[src/rtl/fsm_acceso.sv]
// rtl/fsm_acceso.sv - doorway access-lane controller: filtered sensors, direction FSM, occupancy count, transit timeout
module fsm_acceso #(
    parameter int DEB_CYCLES = 4,
    parameter int CAP        = 15,
    parameter int CNT_W      = 4,
    parameter int TMO_CYCLES = 64
) (
    input  logic             clk,
    input  logic             rstn,
    input  logic             S1,
    input  logic             S2,
    output logic             V,
    output logic             R,
    output logic [CNT_W-1:0] count,
    output logic             full,
    output logic             err
);

    localparam int DW = $clog2(DEB_CYCLES + 1);
    localparam int TW = $clog2(TMO_CYCLES);

    typedef enum logic [2:0] {
        IDLE,
        IN_A,
        IN_B,
        IN_C,
        OUT_A,
        OUT_B,
        OUT_C,
        FAULT
    } state_t;

    // bit 0 carries S1, bit 1 carries S2
    logic [1:0]    meta;
    logic [1:0]    sync;
    logic [1:0]    filt;
    logic [DW-1:0] deb_cnt [0:1];

    state_t           state;
    state_t           state_nxt;
    logic [CNT_W-1:0] count_nxt;
    logic [TW-1:0]    tmr;
    logic [TW-1:0]    tmr_nxt;
    logic             s1f;
    logic             s2f;
    logic             transit;

    assign s1f = filt[0];
    assign s2f = filt[1];

    // Two-flop synchronisers followed by a stability counter per sensor;
    // the filtered level flips once the synchronised level has disagreed
    // with it on DEB_CYCLES+1 consecutive edges, which lands the change
    // DEB_CYCLES+2 edges after the raw level is first sampled.
    always_ff @(posedge clk or negedge rstn) begin
        if (!rstn) begin
            meta <= '0;
            sync <= '0;
            filt <= '0;
            for (int i = 0; i < 2; i++) begin
                deb_cnt[i] <= '0;
            end
        end else begin
            meta <= {S2, S1};
            sync <= meta;
            for (int i = 0; i < 2; i++) begin
                if (sync[i] != filt[i]) begin
                    if (deb_cnt[i] == DW'(DEB_CYCLES)) begin
                        filt[i]    <= sync[i];
                        deb_cnt[i] <= '0;
                    end else begin
                        deb_cnt[i] <= deb_cnt[i] + 1'b1;
                    end
                end else begin
                    deb_cnt[i] <= '0;
                end
            end
        end
    end

    assign transit = (state != IDLE) && (state != FAULT);

    // State, occupancy and transit timer registers.
    always_ff @(posedge clk or negedge rstn) begin
        if (!rstn) begin
            state <= IDLE;
            count <= '0;
            tmr   <= '0;
        end else begin
            state <= state_nxt;
            count <= count_nxt;
            tmr   <= tmr_nxt;
        end
    end

    // Next-state and occupancy update from the filtered sensor pair; the
    // timeout only fires on a cycle where no sensor-driven move happens.
    always_comb begin
        state_nxt = state;
        count_nxt = count;
        tmr_nxt   = '0;
        case (state)
            IDLE: begin
                case ({s1f, s2f})
                    2'b10:   state_nxt = IN_A;
                    2'b01:   state_nxt = OUT_A;
                    2'b11:   state_nxt = FAULT;
                    default: state_nxt = IDLE;
                endcase
            end
            IN_A: begin
                if ({s1f, s2f} == 2'b11) state_nxt = IN_B;
                else if ({s1f, s2f} == 2'b00) state_nxt = IDLE;
            end
            IN_B: begin
                if ({s1f, s2f} == 2'b01) state_nxt = IN_C;
                else if ({s1f, s2f} == 2'b10) state_nxt = IN_A;
                else if ({s1f, s2f} == 2'b00) state_nxt = IDLE;
            end
            IN_C: begin
                if ({s1f, s2f} == 2'b00) begin
                    if (count == CNT_W'(CAP)) begin
                        state_nxt = FAULT;
                    end else begin
                        state_nxt = IDLE;
                        count_nxt = count + 1'b1;
                    end
                end else if ({s1f, s2f} == 2'b11) begin
                    state_nxt = IN_B;
                end
            end
            OUT_A: begin
                if ({s1f, s2f} == 2'b11) state_nxt = OUT_B;
                else if ({s1f, s2f} == 2'b00) state_nxt = IDLE;
            end
            OUT_B: begin
                if ({s1f, s2f} == 2'b10) state_nxt = OUT_C;
                else if ({s1f, s2f} == 2'b01) state_nxt = OUT_A;
                else if ({s1f, s2f} == 2'b00) state_nxt = IDLE;
            end
            OUT_C: begin
                if ({s1f, s2f} == 2'b00) begin
                    if (count == '0) begin
                        state_nxt = FAULT;
                    end else begin
                        state_nxt = IDLE;
                        count_nxt = count - 1'b1;
                    end
                end else if ({s1f, s2f} == 2'b11) begin
                    state_nxt = OUT_B;
                end
            end
            FAULT: begin
                if ({s1f, s2f} == 2'b00) state_nxt = IDLE;
            end
            default: state_nxt = IDLE;
        endcase

        if (transit && (state_nxt == state)) begin
            if (tmr == TW'(TMO_CYCLES - 1)) begin
                state_nxt = FAULT;
            end else begin
                tmr_nxt = tmr + 1'b1;
            end
        end
    end

    // Lights and flags decode only registered state and count.
    assign V    = (state == IDLE) && (count < CNT_W'(CAP));
    assign R    = ~V;
    assign full = (count == CNT_W'(CAP));
    assign err  = (state == FAULT);

endmodule
[config.mk]
export PLATFORM = sky130hd
export DESIGN_NAME = fsm_acceso
export DESIGN_NICKNAME = d
export VERILOG_FILES = /design/src/rtl/fsm_acceso.sv
export SDC_FILE = /design/constraint.sdc
export NUM_CORES = 1
export LEC_CHECK = 0
export BUFFER_PORTS_ARGS = -buffer_cell sky130_fd_sc_hd__buf_2
export CORE_MARGIN = 2
export CORE_UTILIZATION = 51
export DETAILED_ROUTE_END_ITERATION = 8
export GPL_TIMING_DRIVEN = 0
export PLACE_DENSITY_LB_ADDON = 0.25
export RECOVER_POWER = 25
export SLEW_MARGIN = 15
export SYNTH_ARGS = -nofsm -noshare
export SYNTH_HDL_FRONTEND = slang
export SYNTH_SLANG_ARGS = --single-unit
[constraint.sdc]
create_clock -name clk -period 2.35 [get_ports clk]
set_input_delay 0.1175 -clock clk [delete_from_list [all_inputs] [get_ports clk]]
set_output_delay 0.1175 -clock clk [all_outputs]
set_load 0.01 [all_outputs]
# == Word-level counts from Yosys, hierarchy flattened ==
# Index checks and enable logic that the tools add are counted.
# classes
n_addsub,5
order_cmp,1
n_eq_ne,22
muxes,28
n_bitwise,1
reduce_logical,11
# ops
cell,count
$mux 3,19
$pmux 3 s8,1
$eq 3x3->1 const B,6
$mux 4,4
$mux 6,2
$pmux 3 s3,1
$ne 2x2->1 const B,4
$pmux 4 s2,1
$add 3x1->3 const B,2
$add 6x1->6 const B,1
$eq 3x2->1 const B,2
$eq 6x6->1 const B,1
$reduce_and 5->1,1
$add 4x1->4 const B,1
$eq 2x2->1 const B,2
$eq 4x4->1 const B,1
$logic_not 4->1,1
$lt 4x4->1 const B,1
$reduce_and 2->1,2
$sub 4x1->4 const B,1
$eq 3x1->1 const B,1
$eq 3x3->1,1
$logic_and 1x1->1,3
$logic_not 3->1,1
7 further kinds,8
# word_totals
ff_bits,25
input_bits,4
output_inout_bits,8
wordCells,77

# == Longest topological paths before layout ==
# Gate-level depths: netlist of run 1.
# logic_depth
ltp_word,8
ltp_mapped,9
depth_no_buf,8

# == Least setup slack after synthesis of run 1 ==
# OpenSTA, ideal clock, no wires.
# synth_timing
path_type,reg2reg
start,register state[1]
end,register count[3]
setup_time_ps,129
arrival_time_ps,1668
required_ps,2221
setup_slack_ps,553
stages_incl_launch_ff,10
path_buffers,1
synth_period_minus_slack_ps,1797
cell_sequence,dfrtp_1 -> buf_6 -> nand3b_1 -> inv_1 -> ha_1 -> a21o_2 -> a21oi_1 -> xnor2_1 -> nor2_1 -> xor2_1
# synth_via
elab_chain_cells,3
word_cells_on_any_way,9
classes_between,eq/ne (6); mux (1); reduce/logical (2)
# synth_lines
element,line,source
start: declaration,39,state_t state;
start signal: assignment,90,state <= state_nxt;
$eq 3x3->1 / $eq 3x2->1 (equally long branches),102,case (state)
$ne 2x2->1 (no line) / $reduce_bool 2->1 (equally long branches),n/a,
$reduce_and 5->1 (no line),n/a,
end signal: assignment,91,count <= count_nxt;
end: declaration,14,"output logic [CNT_W-1:0] count,"
# Several ways; a longest one is shown, not always the timed one.
# A chain may end at the register's enable or synchronous reset.

# == Worst setup path after layout of run 1 ==
# layout_timing
start,register count[0]
end,register tmr[0]
# layout_via
elab_chain_cells,7
word_cells_on_any_way,10
classes_between,eq/ne (2); mux (6); reduce/logical (2)
# layout_lines
element,line,source
$eq 4x4->1 / $logic_not 4->1 (equally long branches),"122, 143",
"$mux 3, on equally long branches","122, 143",
"$mux 3, on equally long branches","121, 142",
$pmux 3 s8 *,102,
$eq 3x3->1 *,159,if (transit && (state_nxt == state)) begin
$logic_and 1x1->1 *,159,
$mux 6 *,159,
via tmr_nxt[0],43,logic [TW-1:0] tmr_nxt;
end signal: assignment,92,tmr <= tmr_nxt;
end: declaration,42,logic [TW-1:0] tmr;
# Mark *: on every way through the listed nets, which the timed path passes. The rest lies on a longest branch.

==> flow_metrics.tcl, run 1 <==
set metrics [dict create \
    crit_path_end "tmr[0]$_DFF_PN0_" \
    syn_area_um2 1600 \
    grt_use_met2_pct 29.8 \
    worstSetupPathType "register to register" \
    clock-root-buffer "clkbuf_4" \
    ir_drop_uv 560 \
    rr_worst_depth 5 \
    first_global_vias 1194 \
    final_util_pct 58.6 \
    cts_tree "yes" \
    grt_max_degree 26 \
    antenna_found_initial 0 \
    max_slew.worst_pin.slew_ps 1310 \
    start_kind "register" \
    drt_iter0_drc 64 \
    final_cells 223 \
    avgViaCountPerCell 5.57 \
    ys.flop_type "dfrtp_1" \
    die_w_um 60.1 \
    min-delay-path-class "register to register" \
    clock_latency_ps 320 \
    cp.depth 5 \
    synth_top_area_cell "dfrtp_1" \
    skew_ps 6.14 \
    cts_buffers 3 \
    slew_violations 0 \
    diodes 0 \
    met1_usage_pct 28.7 \
    power.leakage_nw 0.786 \
    synth_commonest_cells "dfrtp_1, inv_1, nand2_1, nor2_1" \
    clock-sinks 25 \
    die_height_um 60.1 \
    synth_edf_count 0 \
    placed_area_um2 1710 \
    startpoint "count[0]$_DFFE_PN0P_" \
    clk_path_buf_depth 2 \
    drive_gt1_share_pct 19.6 \
    synth_nets 173 \
    grt_pass1_wl_um 5480 \
    critPathArrivalTime_ps 2200 \
    io_pins 12 \
    cts.clk_slew.worst_paths_ps 140 \
    final_area_um2 1770 \
    timing.rr.start "count[0]$_DFFE_PN0P_" \
    fin_hold_ws_ps 371 \
    power_density_nw_per_um2 1150 \
    routed_wl_um 3030 \
    io_buffers 11 \
    post-route-period-util_pct 84.0 \
    gp_congestion 0.918 \
    crit_family "simple AND/OR/NAND/NOR gates" \
    met3_usage_pct 2.81 \
    yosysUniqueCellTypes 52 \
    die-area_um2 3610 \
    slowest_delay_ps 540 \
    worst_setup_path_end_kind "register" \
    post_drt_wl_per_cell_um 13.6 \
    crit_chain "nor4_1 > nand2_1 > a31oi_1 > nand2_2 > nor4b_2" \
    htreeDepth 1 \
    yosys_register_bits 25 \
    synthArstFlopShare_pct 100 \
    nNetsFinal 192 \
    finalPower_mw 2.04 \
    outcome "completed" \
    syn_area_per_cell_um2 9.96 \
    cp_slowest_cell "nor4_1" \
    syn_to_final_growth_pct 10.5 \
    track_usage_pct 20.3 \
    hold_viol_final 0 \
    grt_remaining_overflow 0 \
    hpwlAfterDp_um 2280 \
    rows 20 \
    r2r_slack_ps 380 \
    dp.cells 216 \
    finalWorstSetupSlack_ps 376 \
    pre_cts_ws_ps 427 \
    report.final.setup_viol 0 \
    grt-busiest-layer "met2" \
    ctsResizeCount 0 \
    yosysMostFrequentCell "dfrtp_1" \
    drc 0 \
    via_count 1241 \
    crit_buf_inv 0 \
    crit_path_max_fanout 7 \
    syn_inst 161 \
    slew_headroom_pct 12.7 \
    start_util_pct 53.0 \
    r2r-end "tmr[0]$_DFF_PN0_" \
    min_period_ps 1970 \
    firstDrtPassIters 5 \
    fmax_mhz 507 \
    yosysSeqAreaShare_pct 39.0 \
    setup_tns_ps 0 \
    synth_top_area_share_pct 39.0 \
    core_area_um2 3030 \
    ant_nets 0 \
    synth_area_leaders "dfrtp_1, ha_1, xnor2_1" \
    cap_violations 0 \
    yosysWarnings 0 \
    grt_setup_unrepaired "false" \
    cp.required_ps 2580 \
]
worst register-to-register path, stage by stage, from the launching register on:
cell     delay (ps)
dfrtp_1         480
nor4_1          540
nand2_1         140
a31oi_1         270
nand2_2         170
nor4b_2         270
final cells by class:
type                            instances  area (µm²)
Multi-Input combinational cell        116         845
Timing Repair Buffer                   14        83.8
Clock inverter                          1        7.51
Fill cell                             290        1250
Tap cell                               44        55.1
Sequential cell                        25         626
Buffer                                  7        85.1
Inverter                               13        48.8
Clock buffer                            3        22.5
layout by cell type, fill, tap and decap left out, drive strengths merged, types with 2 or more instances in the layout:
master | synthesis | final
a21o | 2 | 2
a21oi | 7 | 7
a221oi | 2 | 2
a311oi | 2 | 2
a31oi | 3 | 3
and3 | 2 | 2
buf | 3 | 13
clkbuf | 4 | 8
dfrtp | 25 | 25
dlygate4sd3 | 0 | 3
ha | 7 | 7
inv | 13 | 13
mux2 | 2 | 2
nand2 | 13 | 13
nand2b | 2 | 2
nand3 | 6 | 6
nand3b | 2 | 2
nor2 | 11 | 11
nor2b | 2 | 2
nor3 | 5 | 5
nor3b | 3 | 3
nor4b | 3 | 3
o211ai | 2 | 2
o21a | 2 | 2
o21ai | 4 | 4
o22ai | 3 | 3
o311ai | 2 | 2
o31ai | 2 | 2
or2b | 2 | 2
xnor2 | 7 | 7
xor2 | 4 | 4
registers in the layout, summed over array words and instances (netlist names):
register / cells
count: 4
deb_cnt: 6
filt: 2
meta: 2
state: 3
sync: 2
tmr: 6
report_power, final:
part | switching [mW] | internal [mW] | total, mW
clock | 0.131 | 0.0649 | 0.196
sequential | 0.117 | 0.538 | 0.655
combinational | 0.667 | 0.518 | 1.18
kinds of logic after synthesis:
logic type	Yosys count	synth area share, %
DFF	25	39.0
buffers and inverters	20	8.35
xor gates and xnor gates	11	6.01
and+or+nand+nor	58	22.2
AOI/OAI and AO/OA	36	15.8
muxes	3	2.03
adders and majority gates	8	6.71
how the worst min path moves through the flow:
stage / start / end / slack, ps / cells past startpoint
6_report: meta[1]$_DFF_PN0_ / sync[1]$_DFF_PN0_ / 370 / 0
3_3_place_gp: rstn / count[2]$_DFFE_PN0P_ / 130 / 1
5_1_grt: meta[1]$_DFF_PN0_ / sync[1]$_DFF_PN0_ / 380 / 0
2_1_floorplan: rstn / count[0]$_DFFE_PN0P_ / -180 / 0
4_1_cts: rstn / sync[0]$_DFF_PN0_ / 310 / 2
3_5_place_dp: rstn / count[0]$_DFFE_PN0P_ / 140 / 1
routing by layer:
layer | routed length (µm) | vias to the layer above
met3 | 52 | 6
met5 | 0 | -
met4 | 59 | 0
met2 | 1490 | 15
li1 | - | 618
met1 | 1420 | 602
what timing repair did:
item                                    4_1_cts  5_1_grt
endpoints found under the setup margin        0        0
setup buffers                                 0        0
hold buffers                                  3        0
endpoints found under the hold margin        27        0
(Power assumes the default switching activity.)
==> inputs of run 2 (changes only) <==
--- a/config.mk
+++ b/config.mk
@@ -5,6 +5,7 @@
 export SDC_FILE = /design/constraint.sdc
 export NUM_CORES = 1
 export LEC_CHECK = 0
+export ABC_AREA = 1
 export BUFFER_PORTS_ARGS = -buffer_cell sky130_fd_sc_hd__buf_2
 export CORE_MARGIN = 2
 export CORE_UTILIZATION = 51
==> constraint.sdc (replaced) <==
create_clock -name clk -period 2 [get_ports clk]
set_input_delay 0.1 -clock clk [delete_from_list [all_inputs] [get_ports clk]]
set_output_delay 0.1 -clock clk [all_outputs]
set_load 0.01 [all_outputs]
==> run 2 against run 1 <==
  * Combinational power up 25%
  * Critical path depth rose by 4
  * Synthesized cell count grew 32%
==> flow_metrics.tcl, run 2 <==
set metrics [dict create \
    power_density_nw_per_um2 1410 \
    die_height_um 59.8 \
    drc 0 \
    first_global_vias 1192 \
    clock-root-buffer "clkbuf_4" \
    min_period_ps 1830 \
    cap_violations 0 \
    firstDrtPassIters 4 \
    core_area_um2 3000 \
    regArea_um2 626 \
    crit_chain "buf_4 > inv_2 > nand3_4 > inv_1 > ha_1 > a21oi_2 > nand3_1 > a21oi_1 > xor2_1" \
    hold_viol_final 0 \
    hpwlAfterDp_um 2120 \
    slowest_delay_ps 390 \
    synth_top_family_by_area "simple AND/OR/NAND/NOR gates" \
    post_drt_wl_per_cell_um 10.7 \
    yosysWarnings 0 \
    cts_buffers 3 \
    avgViaCountPerCell 4.84 \
    io_pins 12 \
    diodes 0 \
    clk_path_buf_depth 2 \
    final_common_cell "nand2_1" \
    power.leakage_nw 0.945 \
    synth_nets 224 \
    start_util_pct 52.9 \
    yosysSeqAreaShare_pct 39.4 \
    p_seq_share_pct 30.8 \
    synthArstFlopShare_pct 100 \
    fmax_mhz 548 \
    track_usage_pct 18.6 \
    top_regs "deb_cnt (6), tmr (6), count (4)" \
    synth_commonest_cells "nand2_1, inv_1, nor2_1" \
    start_kind "register" \
    fill_cells 289 \
    grt_remaining_overflow 0 \
    max_slew.worst_pin.slew_ps 1280 \
    drt_iter0_drc 63 \
    nNetsFinal 243 \
    final_cell_mix "nand2_1, inv_1, nor2_1, dfrtp_1, nand3_1" \
    ir_drop_uv 785 \
    via_count 1273 \
    worstSetupPathType "register to register" \
    multiInputGateArea_um2 805 \
    grt_max_degree 26 \
    synth_adder_area_share_pct 6.78 \
    wl_met2_um 1350 \
    postCtsSetupBuffers 0 \
    report.final.setup_viol 0 \
    synth_area_leaders "dfrtp_1, nand2_1, inv_1" \
    clock_latency_ps 320 \
    io_buffers 11 \
    synth_mux_area_share_pct 0 \
    synth_top_area_share_pct 39.4 \
    routed_wl_um 2800 \
    cp.required_ps 2260 \
    syn_inst 212 \
    comb_power_share_pct 60.1 \
    syn_area_per_cell_um2 7.49 \
    outcome "completed" \
    top_layer_used "met4" \
    setup_tns_ps 0 \
    antenna_found_initial 0 \
    htreeDepth 1 \
    min-delay-path-class "register to register" \
    cts_tree "yes" \
    synth_top_area_cell "dfrtp_1" \
    ant_nets 0 \
    slew_violations 0 \
    synth-compound-area-share_pct 3.62 \
    post-route-period-util_pct 91.3 \
    finalPower_mw 2.47 \
    die_w_um 59.8 \
    p_sw_share_pct 49.1 \
    switching_power_mw 1.21 \
    worst_setup_path_end_kind "register" \
    skew_ps 7.66 \
    synthSimpleGateAreaFrac_pct 35.1 \
    cp_slowest_cell "dfrtp_1" \
    synth_xor_area_share_pct 4.96 \
    p_int_mw 1.26 \
    yosysUniqueCellTypes 25 \
    slew_headroom_pct 14.9 \
    rows 20 \
    ys.flop_type "dfrtp_1" \
    critPathArrivalTime_ps 2090 \
    syn_to_final_growth_pct 9.85 \
    clock-sinks 25 \
    grt_pass1_wl_um 5060 \
    route.layer.met1.wl_um 1340 \
    wl_met3_um 101 \
    grt_setup_unrepaired "false" \
    yosysMostFrequentCell "nand2_1" \
    crit_path_max_fanout 9 \
    die-area_um2 3580 \
    yosys_register_bits 25 \
    syn_area_um2 1590 \
    p_clk_share_pct 9.1 \
    drive_gt1_share_pct 14.8 \
    gp_congestion 0.894 \
    cts.clk_slew.worst_paths_ps 140 \
    synth_edf_count 0 \
]
[run 2: worst paths after layout]
kind | from | to | slack, ps | depth (start not counted)
setup / recovery | state[0]$_DFF_PN0_ | count[3]$_DFFE_PN0P_ | 170 | 9
hold / removal | meta[1]$_DFF_PN0_ | sync[1]$_DFF_PN0_ | 370 | 0
min in group asynchronous | rstn | deb_cnt[0]$_DFF_PN0_ | 560 | 2
hold reg to reg | meta[1]$_DFF_PN0_ | sync[1]$_DFF_PN0_ | 370 | 0
max in group asynchronous | rstn | filt[1]$_DFFE_PN0P_ | 690 | 2
setup reg to reg | state[0]$_DFF_PN0_ | count[3]$_DFFE_PN0P_ | 170 | 9
[run 2: power groups by stage]
stage,Clock [mW],Combinational [mW],Sequential [mW]
6_report,0.224,1.48,0.759
5_1_grt,0.262,1.72,0.778
4_1_cts,0.236,1.50,0.762
3_5_place_dp,0,1.49,0.772
3_3_place_gp,0,1.47,0.766
2_1_floorplan,0,1.18,0.759
[run 2: per-stage QoR]
step                      hold WS (ps)  instance area, µm²  utilization, %  worst slack [ps]  instances
final                              370                1740            58.1               174        263
after global routing               389                1740            58.1             0.115        263
after CTS                          292                1740            58.0               129        263
after detailed placement           120                1680            56.1               158        256
after global placement             120                1680            56.1               163        256
after floorplan                   -196                1590               -               337        212
[run 2: kinds of logic after synthesis]
kind of cell	count (synthesis)
xor gates and xnor gates	9
adders and majority gates	8
buffers and inverters	38
AOI/OAI and AO/OA	11
DFF	25
and+or+nand+nor	121
[run 2: area by class of cell]
cell class                 instances  area share (%)
clock buffer                       3            1.29
clock inverter                     1           0.287
timing repair buffer              14            4.81
inverter                          34            7.32
sequential                        25            35.9
multi-input combinational        149            46.1
tap                               33            2.37
buffer                             4            1.94
[run 2: critical path: cells and delay by family (launching register included)]
kind / cells / cell delay (ps)
compound gates: 2 / 320
flops: 1 / 390
fa+ha+maj: 1 / 290
simple gates: 2 / 210
buf+inv: 3 / 420
xor+xnor: 1 / 150
[run 2: what timing repair did]
action,4_1_cts,5_1_grt
endpoints found under the hold margin,27,0
resized for setup,0,1
hold buffers,3,0
endpoints found under the setup margin,0,1
[run 2: routing by layer]
layer / track usage [%] / vias up
met2: 32.8 / 20
met3: 4.55 / 2
met1: 23.5 / 556
li1: - / 695
met4: 2.86 / 0
met5: 0 / -
==> inputs of run 3 (changes only) <==
--- a/config.mk
+++ b/config.mk
@@ -7,8 +7,11 @@
 export LEC_CHECK = 0
 export ABC_AREA = 1
 export BUFFER_PORTS_ARGS = -buffer_cell sky130_fd_sc_hd__buf_2
+export CELL_PAD_IN_SITES_DETAIL_PLACEMENT = 1
+export CELL_PAD_IN_SITES_GLOBAL_PLACEMENT = 1
+export CORE_ASPECT_RATIO = 0.8
 export CORE_MARGIN = 2
-export CORE_UTILIZATION = 51
+export CORE_UTILIZATION = 43
 export DETAILED_ROUTE_END_ITERATION = 8
 export GPL_TIMING_DRIVEN = 0
 export PLACE_DENSITY_LB_ADDON = 0.25
==> run 3 against run 2 <==
  * Sequential power grew 2%
  * Hold slack lost 14 ps
  * Wire length grew 41%
  * Fmax shrank 3.6%
  * Cell count grew 3.4%
  * Critical path depth is the same
  * Clock-buffer cell count is the same
  * Design area grew 2.5%
==> flow_metrics.tcl, run 3 (synthesis results as in run 2) <==
set metrics [dict create \
    cap_violations 0 \
    min-delay-path-class "register to register" \
    avgViaCountPerCell 5.10 \
    start_kind "register" \
    rows 19 \
    diodes 0 \
    holdPathStages 0 \
    cts.clk_slew.worst_paths_ps 90 \
    core_area_um2 3490 \
    setup_tns_ps 0 \
    crit_top_cell "inv_2" \
    final_common_cell "nand2_1" \
    drt_iter0_drc 56 \
    cts_buffers 3 \
    die_height_um 58.4 \
    start_util_pct 45.4 \
    first_global_vias 1462 \
    ir_drop_uv 597 \
    io_pins 12 \
    antenna_found_initial 0 \
    power_density_nw_per_um2 1530 \
    slowest_delay_ps 380 \
    rr_worst_depth 9 \
    via_count 1388 \
    fmax_mhz 528 \
    r2r-end "count[3]$_DFFE_PN0P_" \
    cts_tree "yes" \
    skew_ps 3.62 \
    nNetsFinal 243 \
    hold_viol_final 0 \
    die_w_um 71.9 \
    min-delay-start "meta[1]$_DFF_PN0_" \
    gp_congestion 0.902 \
    top_regs "deb_cnt (6), tmr (6), count (4)" \
    min_to "sync[1]$_DFF_PN0_" \
    power.leakage_nw 0.952 \
    crit_path_max_fanout 9 \
    report.final.setup_viol 0 \
    max_slew.worst_pin.slew_ps 1370 \
    slew_violations 0 \
    slew_headroom_pct 8.83 \
    ant_nets 0 \
    post-route-period-util_pct 94.7 \
    final_cell_mix "nand2_1, inv_1, nor2_1, dfrtp_1, nand3_1" \
    cp_slowest_cell "dfrtp_1" \
    routed_wl_um 3940 \
    crit_chain "buf_4 > inv_2 > nand3_4 > inv_2 > ha_1 > a21oi_2 > nand3_1 > a21oi_1 > xor2_1" \
    post_drt_wl_per_cell_um 14.5 \
    timing.rr.start "state[0]$_DFF_PN0_" \
    syn_to_final_growth_pct 12.6 \
    drive_gt1_share_pct 15.2 \
    htreeDepth 1 \
    r2r_slack_ps 110 \
    clock_latency_ps 280 \
    grt_pass1_wl_um 6820 \
    grt_max_degree 26 \
    clock-root-buffer "clkbuf_8" \
    firstDrtPassIters 4 \
    postCtsSetupBuffers 0 \
    grt_remaining_overflow 0 \
    worst_setup_path_end_kind "register" \
    worstSetupPathType "register to register" \
    clk_path_buf_depth 2 \
    min_period_ps 1890 \
    drc 0 \
    fin_hold_ws_ps 356 \
    track_usage_pct 21.2 \
    die-area_um2 4200 \
    outcome "completed" \
    fill_cells 458 \
    cp.required_ps 2200 \
    io_buffers 11 \
    clock-sinks 25 \
    hpwlAfterDp_um 2970 \
    critPathArrivalTime_ps 2100 \
]
[run 3: cell counts in the layout (fill, tap and decap cells not counted)]
Identical to the previous run, type by type.
[run 3: how the worst max path moves through the flow]
stage                                end  cells after the start                from
finish              count[3]$_DFFE_PN0P_                      9  state[0]$_DFF_PN0_
global route            tmr[5]$_DFF_PN0_                     10  state[1]$_DFF_PN0_
CTS                 count[3]$_DFFE_PN0P_                      9  state[0]$_DFF_PN0_
detailed placement  count[3]$_DFFE_PN0P_                      9  state[0]$_DFF_PN0_
global placement    count[3]$_DFFE_PN0P_                      9  state[0]$_DFF_PN0_
floorplan           count[3]$_DFFE_PN0P_                     10  state[0]$_DFF_PN0_
[run 3: where the power goes]
group          leakage, nW  internal (mW)  switching [mW]
clock network       0.0255          0.140           0.170
registers            0.322          0.648           0.123
logic                0.605          0.554            1.10
total                0.952           1.34            1.39
[run 3: cell type report]
class,instances,area [µm²],area share (%)
Clock buffer,3,41.3,2.31
Sequential cell,25,626,35.0
Tap cell,42,52.6,2.94
Inverter,34,128,7.14
Multi-Input combinational cell,149,818,45.8
Buffer,4,33.8,1.89
Timing Repair Buffer,14,83.8,4.69
Clock inverter,1,5.00,0.280
[run 3: repair_timing]
item,CTS,global route
hold buffers,3,0
resized for setup,0,4
endpoints found under the setup margin,0,8
endpoints found under the hold margin,27,0
[run 3: worst max-delay path, delay by kind of cell, from the launching register on]
kind,cells,cell delay (ps)
buffers and inverters,3,410
flip-flops,1,380
AO/OA/AOI/OAI,2,360
adder cells (fa/ha/maj),1,280
AND/OR/NAND/NOR,2,210
XOR/XNOR,1,170
[run 3: through the flow]
stage	power, mW	cell area (µm²)	cells	utilization [%]	setup slack, ps
6_report	2.73	1790	272	51.2	106
5_1_grt	3.00	1790	272	51.2	-9.11
4_1_cts	2.69	1770	272	50.7	8.93
3_5_place_dp	2.36	1700	265	48.5	30.9
3_3_place_gp	2.25	1700	265	48.5	196
2_1_floorplan	1.94	1590	212	-	337
[run 3: metal layers]
metal | wire (µm) | part of all wire, % | vias to the layer above | GRT usage, %
met3 | 185 | 4.7 | 6 | 4.28
met2 | 1880 | 48 | 31 | 36.0
met4 | 54 | 1.4 | 0 | 7.01
li1 | - | - | 695 | -
met1 | 1820 | 46 | 656 | 27.6
met5 | 0 | 0 | - | 0
